**config.mk**
```make
export PLATFORM = sky130hd
export DESIGN_NAME = ramd32_fifo_ctrl
export DESIGN_NICKNAME = d
export VERILOG_FILES = /design/src/rtl/ramd32_fifo_ctrl_pkg.sv /design/src/rtl/ramd32_fifo_ctrl_ramd32xn.sv /design/src/rtl/ramd32_fifo_ctrl.sv
export SDC_FILE = /design/constraint.sdc
export NUM_CORES = 1
export LEC_CHECK = 0
export ABC_CLOCK_PERIOD_IN_PS = 3780
export CAP_MARGIN = 10
export CORE_MARGIN = 1.5
export CORE_UTILIZATION = 55
export DETAILED_ROUTE_END_ITERATION = 10
export MAX_ROUTING_LAYER = met4
export PLACE_DENSITY = 0.72
export SLEW_MARGIN = 10
export SYNTH_ARGS = -nofsm -noshare
export SYNTH_HDL_FRONTEND = slang
export SYNTH_HIERARCHICAL = 1
export SYNTH_SLANG_ARGS = --single-unit
```
**constraint.sdc**
```tcl
create_clock -name clk -period 3.78 [get_ports clk]
set_input_delay 0.945 -clock clk [delete_from_list [all_inputs] [get_ports clk]]
set_output_delay 0.945 -clock clk [all_outputs]
set_load 0.1 [all_outputs]
```
**src/rtl/ramd32_fifo_ctrl_pkg.sv**
```systemverilog
// Shared constants and status encoding for the 32-deep ramd32 FIFO controller.
package ramd32_fifo_ctrl_pkg;

    localparam int FIFO_DEPTH = 32;
    localparam int PTR_W      = 5;

    typedef enum logic [1:0] {
        EMPTY   = 2'd0,
        PARTIAL = 2'd1,
        FULL    = 2'd2
    } status_e;

    function automatic status_e status_of(input logic [PTR_W:0] cnt);
        if (cnt == '0)
            return EMPTY;
        else if (cnt == (PTR_W + 1)'(FIFO_DEPTH))
            return FULL;
        else
            return PARTIAL;
    endfunction

endpackage

```
**src/rtl/ramd32_fifo_ctrl_ramd32xn.sv**
```systemverilog
// ramd32x1: 32x1 dual-address distributed RAM slice (sync write, async read).
// ramd32xn: WIDTH slices sharing write enable and both address buses.
module ramd32x1 (
    input  logic di,
    input  logic wck,
    input  logic we,
    input  logic a0w,
    input  logic a1w,
    input  logic a2w,
    input  logic a3w,
    input  logic a4w,
    input  logic a0r,
    input  logic a1r,
    input  logic a2r,
    input  logic a3r,
    input  logic a4r,
    output logic dout
);
    logic mem [0:31];

    always_ff @(posedge wck) begin
        if (we)
            mem[{a4w, a3w, a2w, a1w, a0w}] <= di;
    end

    assign dout = mem[{a4r, a3r, a2r, a1r, a0r}];
endmodule

module ramd32xn
    import ramd32_fifo_ctrl_pkg::*;
#(
    parameter int WIDTH = 8
) (
    input  logic             clk,
    input  logic             we,
    input  logic [PTR_W-1:0] waddr,
    input  logic [PTR_W-1:0] raddr,
    input  logic [WIDTH-1:0] wdata,
    output logic [WIDTH-1:0] rdata
);
    for (genvar i = 0; i < WIDTH; i++) begin : g_slice
        ramd32x1 u_bit (
            .di   (wdata[i]),
            .wck  (clk),
            .we   (we),
            .a0w  (waddr[0]),
            .a1w  (waddr[1]),
            .a2w  (waddr[2]),
            .a3w  (waddr[3]),
            .a4w  (waddr[4]),
            .a0r  (raddr[0]),
            .a1r  (raddr[1]),
            .a2r  (raddr[2]),
            .a3r  (raddr[3]),
            .a4r  (raddr[4]),
            .dout (rdata[i])
        );
    end
endmodule

```
**src/rtl/ramd32_fifo_ctrl.sv**
```systemverilog
// 32-entry first-word-fall-through FIFO controller over ramd32x1 slices.
// Optional sticky overflow/underflow flags under `RAMD32_FIFO_ERR_EN.
module ramd32_fifo_ctrl
    import ramd32_fifo_ctrl_pkg::*;
#(
    parameter int WIDTH     = 8,
    parameter int AFULL_LVL = 28
) (
    input  logic             clk,
    input  logic             mr_n,
    input  logic             wr_en,
    input  logic [WIDTH-1:0] wr_data,
    input  logic             rd_en,
    output logic [WIDTH-1:0] rd_data,
    output logic             full,
    output logic             empty,
    output logic             afull,
    output logic [5:0]       count,
`ifdef RAMD32_FIFO_ERR_EN
    output logic             ovf,
    output logic             unf,
`endif
    output status_e          status
);
    logic             run_q;
    logic             push;
    logic             pop;
    logic             we;
    logic [PTR_W-1:0] wptr;
    logic [PTR_W-1:0] rptr;
    logic [5:0]       count_nx;
    status_e          status_nx;

    // Release of mr_n takes effect one edge later, so the first push lands on the second edge.
    always_ff @(posedge clk or negedge mr_n) begin
        if (!mr_n)
            run_q <= 1'b0;
        else
            run_q <= 1'b1;
    end

    always_comb begin
        push      = wr_en & ~full & run_q;
        pop       = rd_en & ~empty & run_q;
        count_nx  = count;
        case ({push, pop})
            2'b10:   count_nx = count + 6'd1;
            2'b01:   count_nx = count - 6'd1;
            default: count_nx = count;
        endcase
        status_nx = status_of(count_nx);
    end

    assign we = push & mr_n;

    always_ff @(posedge clk or negedge mr_n) begin
        if (!mr_n) begin
            wptr   <= '0;
            rptr   <= '0;
            count  <= '0;
            status <= EMPTY;
            empty  <= 1'b1;
            full   <= 1'b0;
            afull  <= 1'b0;
        end else begin
            if (push)
                wptr <= wptr + 5'd1;
            if (pop)
                rptr <= rptr + 5'd1;
            count  <= count_nx;
            status <= status_nx;
            empty  <= (status_nx == EMPTY);
            full   <= (status_nx == FULL);
            afull  <= (count_nx >= 6'(AFULL_LVL));
        end
    end

`ifdef RAMD32_FIFO_ERR_EN
    always_ff @(posedge clk or negedge mr_n) begin
        if (!mr_n) begin
            ovf <= 1'b0;
            unf <= 1'b0;
        end else begin
            if (wr_en & full)
                ovf <= 1'b1;
            if (rd_en & empty)
                unf <= 1'b1;
        end
    end
`endif

    ramd32xn #(.WIDTH(WIDTH)) u_ram (
        .clk   (clk),
        .we    (we),
        .waddr (wptr),
        .raddr (rptr),
        .wdata (wr_data),
        .rdata (rd_data)
    );
endmodule

```
[After elaboration in Yosys (flattened, before gate mapping)]
Memory sizes are Yosys's and may differ from the RTL's.
Cells that the tools add are included.
Storage, ports and cells
  bits in registers: 22
  memory bits (writable): 256
  bits of input ports: 12
  output and inout port bits: 19
  word-level logic and storage cells: 39
  memories kept: 8
Memories
  u_ram.g_slice[0].u_bit.mem: depth 32, width 1, rd ports 1, clocked after memory_dff 0, wr ports 1, line ramd32_fifo_ctrl_ramd32xn.sv:19  | logic mem [0:31];
  u_ram.g_slice[1].u_bit.mem: depth 32, width 1, rd ports 1, clocked after memory_dff 0, wr ports 1, line ramd32_fifo_ctrl_ramd32xn.sv:19
  u_ram.g_slice[2].u_bit.mem: depth 32, width 1, rd ports 1, clocked after memory_dff 0, wr ports 1, line ramd32_fifo_ctrl_ramd32xn.sv:19
  u_ram.g_slice[3].u_bit.mem: depth 32, width 1, rd ports 1, clocked after memory_dff 0, wr ports 1, line ramd32_fifo_ctrl_ramd32xn.sv:19
  u_ram.g_slice[4].u_bit.mem: depth 32, width 1, rd ports 1, clocked after memory_dff 0, wr ports 1, line ramd32_fifo_ctrl_ramd32xn.sv:19
  u_ram.g_slice[5].u_bit.mem: depth 32, width 1, rd ports 1, clocked after memory_dff 0, wr ports 1, line ramd32_fifo_ctrl_ramd32xn.sv:19
  2 more memories
Operators by class
  add/subtract/negate cells: 4
  magnitude comparators: 1
  equal/unequal tests: 4
  muxes and demuxes: 5
  bitwise gates (word level): 7
  reductions and logical operators: 2
Operators with widths (number)
  case mux 6 bit (2 select lines): 1
  adder 5 x 1 -> 5 bit (second input constant): 2
  adder 6 x 1 -> 6 bit (second input constant): 1
  == test 6 bit (second input constant): 1
  greater-or-equal comparator 6 x 5 -> 1 bit (second input constant): 1
  zero test 6 bit: 1
  subtractor 6 x 1 -> 6 bit (second input constant): 1
  AND 1 bit: 5
  == test 2 bit (second input constant): 2
  2-to-1 mux 2 bit: 2
  == test 2 x 1 -> 1 bit (second input constant): 1
  zero test 2 bit: 1
  2-to-1 mux 1 bit: 2
  NOT 1 bit: 2

[Longest topological paths before layout]
  depth in word-level cells: 9
  mapped depth: 10
  depth with buffers taken out: 10

[Modules after synthesis]
The synthesis kept the hierarchy.
Modules (own cells, without submodules)
  ramd32x1: instances 8, cells an instance 119, area each 1497.7 um^2, sequential area each 960.9 um^2
  ramd32_fifo_ctrl: instances 1, cells an instance 100, area each 1101.1 um^2, sequential area each 526.8 um^2

[Worst setup path after synthesis]
No wires, ideal clock.
  path type: input-to-reg
  from: input wr_en
  to: register status[0]
  data arrival time: 3.119 ns
  data required time: 3.656 ns
  slack: 0.537 ns
  cell stages on the path: 10
  path buffers: 0
  cell sequence: nor2b_1 > and2_0 > inv_1 > ha_1 > a21o_1 > o211ai_1 > a21oi_2 > xor2_2 > or4b_4 > or2_1
On the way
  cells in the longest elaborated chain, start to end: 7
  elaborated cells between the ends (all ways): 9
RTL lines
  start, declared: line ramd32_fifo_ctrl.sv:11  | input logic wr_en,
  AND 1 bit * (2 in a row): line ramd32_fifo_ctrl.sv:43  | push = wr_en & ~full & run_q;
  == test 2 x 1 -> 1 bit or == test 2 bit (tied branches): line ramd32_fifo_ctrl.sv:46  | case ({push, pop})
  case mux 6 bit (2 select lines) *: line ramd32_fifo_ctrl.sv:46
  via count_nx[3]: line ramd32_fifo_ctrl.sv:31  | logic [5:0] count_nx;
  == test 6 bit: line ramd32_fifo_ctrl_pkg.sv:16  | else if (cnt == (PTR_W + 1)'(FIFO_DEPTH))
  2-to-1 mux 2 bit: line ramd32_fifo_ctrl_pkg.sv:16
  2-to-1 mux 2 bit *: line ramd32_fifo_ctrl_pkg.sv:14  | if (cnt == '0)
  via status_nx[0]: line ramd32_fifo_ctrl.sv:32  | status_e status_nx;
  end signal, assigned: line ramd32_fifo_ctrl.sv:71  | status <= status_nx;
  end, declared: line ramd32_fifo_ctrl.sv:23  | output status_e status
Mark *: on every way through the listed nets, which the timed path passes. The rest lies on a longest branch.
A chain may end at the register's enable or synchronous reset.

[Worst setup path after layout]
  from: register rptr[4]
  to: output rd_data[1]
On the way
  cells in the longest elaborated chain, start to end: 1
RTL lines
  start, declared: line ramd32_fifo_ctrl.sv:30  | logic [PTR_W-1:0] rptr;
  start signal, assigned: line ramd32_fifo_ctrl.sv:69  | rptr <= rptr + 5'd1;
  memory read (32 x 1 bit)
  end, declared: line ramd32_fifo_ctrl.sv:14  | output logic [WIDTH-1:0] rd_data,
Every way passes these cells.

==> results.toml <==
[placed_design]
hpwl_um = 15100
io_buffers = 30
place_congestion = 0.840

[critical_path]
cp_slowest_cell = "dfrtp_1"
cp.arrival_ps = 2470
critPathLaunch = "rptr[4]"
end_kind = "primary output"
max_stage_delay_ps = 640
worstReg2RegEnd = "status[0]"
required_ps = 2830
start_kind = "flop"
worstSetupPathType = "flop to primary output"
r2r_slack_ps = 1100
cp_max_fo = 21
r2r_cells = 9
worstPathCellList = "buf_4 > nand2b_1 > a21oi_1 > nand3_1 > nand2_1 > a311o_1 > buf_12"
rr_startpoint = "full"

[timing]
hold_viol = 0
max_freq_mhz = 293
finalSetupTns_ps = 0
setup_viol = 0
clock_skew_ps = 7.80
maxSlewViolCount = 0
fin_crit_sh = 0.903
holdWs_ps = 570
tightest_slew_ps = 1190
min_period_ps = 3410
rsz0062_at_grt = "false"
relSlewSlack = 0.203

[power]
power_frac_comb = 0.419
clockPowerShare = 0.230
p_per_area_nw_per_um2 = 780
power_leakage_nw = 4.73
seq_power_share = 0.351
internal_power_w = 0.00674
p_switching_w = 0.00465
vdd_drop_max_v = 0.000738
switching_share = 0.408

[cts]
clk_pin_slew_ps = 60
clock_latency_ps = 530
htreeDepth = 1
hold_buffers = 0
cts_setup_buffers = 0
cts-root-buf = "clkbuf_16"
cts_buffers = 28
clock_path_buffers = 3
ctsResizeCount = 0
clkSinkCount = 277
cts_tree = "built"

[logic_synthesis]
syn_avg_cell_area_um2 = 12.4
synth_cell_types = 54
synth_top_cell_by_area = "edfxtp_1"
synth-async-reset-ratio = 0.0758
ys_ff_latch = 277
syn-instance-count = 1052
yosys_warnings = 6
syn-num-nets = 1068
synth_area_leaders = "edfxtp_1 59%, mux2i_1 9.8%, nor2_1 7.9%"
synthDominantCellAreaShare = 0.588
synth.cell_area_um2 = 13100
synth-edff-count = 256
yosysSeqAreaShare = 0.628
synth_ff_type = "edfxtp_1"

[route]
drc = 0
wl_um = 25900
vias = 8390
routed_via_density = 5.82
first_pass_iters = 5
post_drt_wl_per_cell_um = 18.0
drt_iter0_drc = 538
ant_nets = 0

[worst_hold_path]
holdPathEnd = "rptr[2]"
hold_class = "flop to flop"
holdPathStages = 1
min_from = "rptr[2]"

[die]
die_h_um = 157
coreArea_um2 = 23400
fp-row-count = 56
ios = 31
die_w_um = 157
dieArea_um2 = 24700
start_util = 0.559

[grt]
grt_start_max_net_pins = 50
overflow = 0
grt_pass1_vias = 8337
grt_usage = 0.223
grt_pass1_wl_um = 41900
antenna_found_initial = 0

[outcome]
status = "completed"

[flow_run]
maxCapViolations = 0

[layout]
syn_to_final_growth_pct = 11.7
insertedDiodeCount = 0
drive_gt1_frac = 0.0980
nets = 1117
[synth_stat cells (3+ instances only)]
cell type and instances:
nand4_1 5, a311o_1 8, nor2_1 276, dfrtp_1 20
nand2_1 62, a211oi_1 9, xnor2_1 10, clkbuf_1 8
nand4b_1 8, edfxtp_1 256, buf_6 9, mux2i_1 128
a21oi_1 26, nor2b_1 11, and2b_1 8, inv_1 3
xor2_1 3, or3_1 8, nand3b_1 40, a22oi_1 32
or3b_2 24, nand2b_1 10, buf_12 8, and2_1 8
nand3_1 37, ha_1 4
[sequential cells by signal (all words and copies together), names as in the netlist]
| register | cells |
|---|---|
| afull | 1 |
| rptr | 5 |
| full | 1 |
| run_q | 1 |
| empty | 1 |
| status | 1 |
| count | 6 |
| u_ram/g_slice.u_bit/mem | 256 |
| wptr | 5 |
[cell families after synthesis]
| kind of cell | Yosys count | share of synthesized area |
|---|---|---|
| adder cells (fa/ha/maj) | 4 | 0.00383 |
| multiplexers | 130 | 0.0997 |
| AO/OA/AOI/OAI | 87 | 0.0462 |
| buffers and inverters | 32 | 0.0250 |
| flip-flops | 277 | 0.628 |
| XOR/XNOR | 14 | 0.00995 |
| AND/OR/NAND/NOR | 507 | 0.187 |
| other | 1 | 0.000287 |
[worst max path at each step]
stage | to | depth (start not counted)
floorplan | status[0] | 10
global placement | status[0] | 10
detailed placement | status[0] | 10
CTS | rd_data[6] | 7
global route | rd_data[1] | 7
finish | rd_data[1] | 7
[final cells by class]
class                           instances  area (um2)
Tap cell                              319         399
Timing Repair Buffer                   47         546
Inverter                                4        15.0
Sequential cell                       277        8220
Clock buffer                           38         822
Clock inverter                         13        67.6
Fill cell                            1817        8790
Multi-Input combinational cell        743        4540
[per-layer routing]
layer	vias up	routed length, um	GRT usage
li1	3970	-	-
met1	4090	10900	0.291
met2	284	12800	0.370
met3	46	1770	0.0284
met4	0	440	0.0606
met5	-	0	-
[stage by stage]
step / area, um2 / instances / power [W] / util / setup slack, ps
2_1_floorplan: 13100 / 1052 / 0.00748 / - / 537
3_3_place_gp: 13700 / 1390 / 0.00875 / 0.586 / 190
3_5_place_dp: 13700 / 1390 / 0.00881 / 0.586 / 64.9
4_1_cts: 14600 / 1441 / 0.0114 / 0.624 / 357
5_1_grt: 14600 / 1441 / 0.0119 / 0.624 / 254
6_report: 14600 / 1441 / 0.0114 / 0.624 / 366
[power groups by stage]
stage	sequential (W)	combinational (W)	clock, W
after global placement	0.00403	0.00472	0
after floorplan	0.00429	0.00318	0
after CTS	0.00398	0.00478	0.00266
final	0.00400	0.00477	0.00262
after detailed placement	0.00404	0.00477	0
after global routing	0.00403	0.00507	0.00278
[worst max-delay path, delay by kind of cell, from the launching register on]
family	cells	cell delay [ps]
AOI/OAI and AO/OA	2	410
buffers and inverters	2	580
DFF	1	640
and+or+nand+nor	3	300
[layout by cell type, fill, tap and decap left out, types with 9 or more instances in the layout]
| cell type | count |
|---|---|
| clkdlybuf4s50_1 | 17 |
| clkbuf_16 | 31 |
| dfrtp_1 | 16 |
| a211oi_1 | 9 |
| edfxtp_1 | 256 |
| xnor2_1 | 10 |
| nand2_1 | 62 |
| nor2_1 | 276 |
| or3b_2 | 24 |
| mux2i_1 | 128 |
| a21oi_1 | 26 |
| nand2b_1 | 10 |
| buf_4 | 18 |
| a22oi_1 | 32 |
| nor2b_1 | 11 |
| nand3b_1 | 40 |
| nand3_1 | 37 |
| buf_12 | 12 |
(Power assumes the default switching activity.)
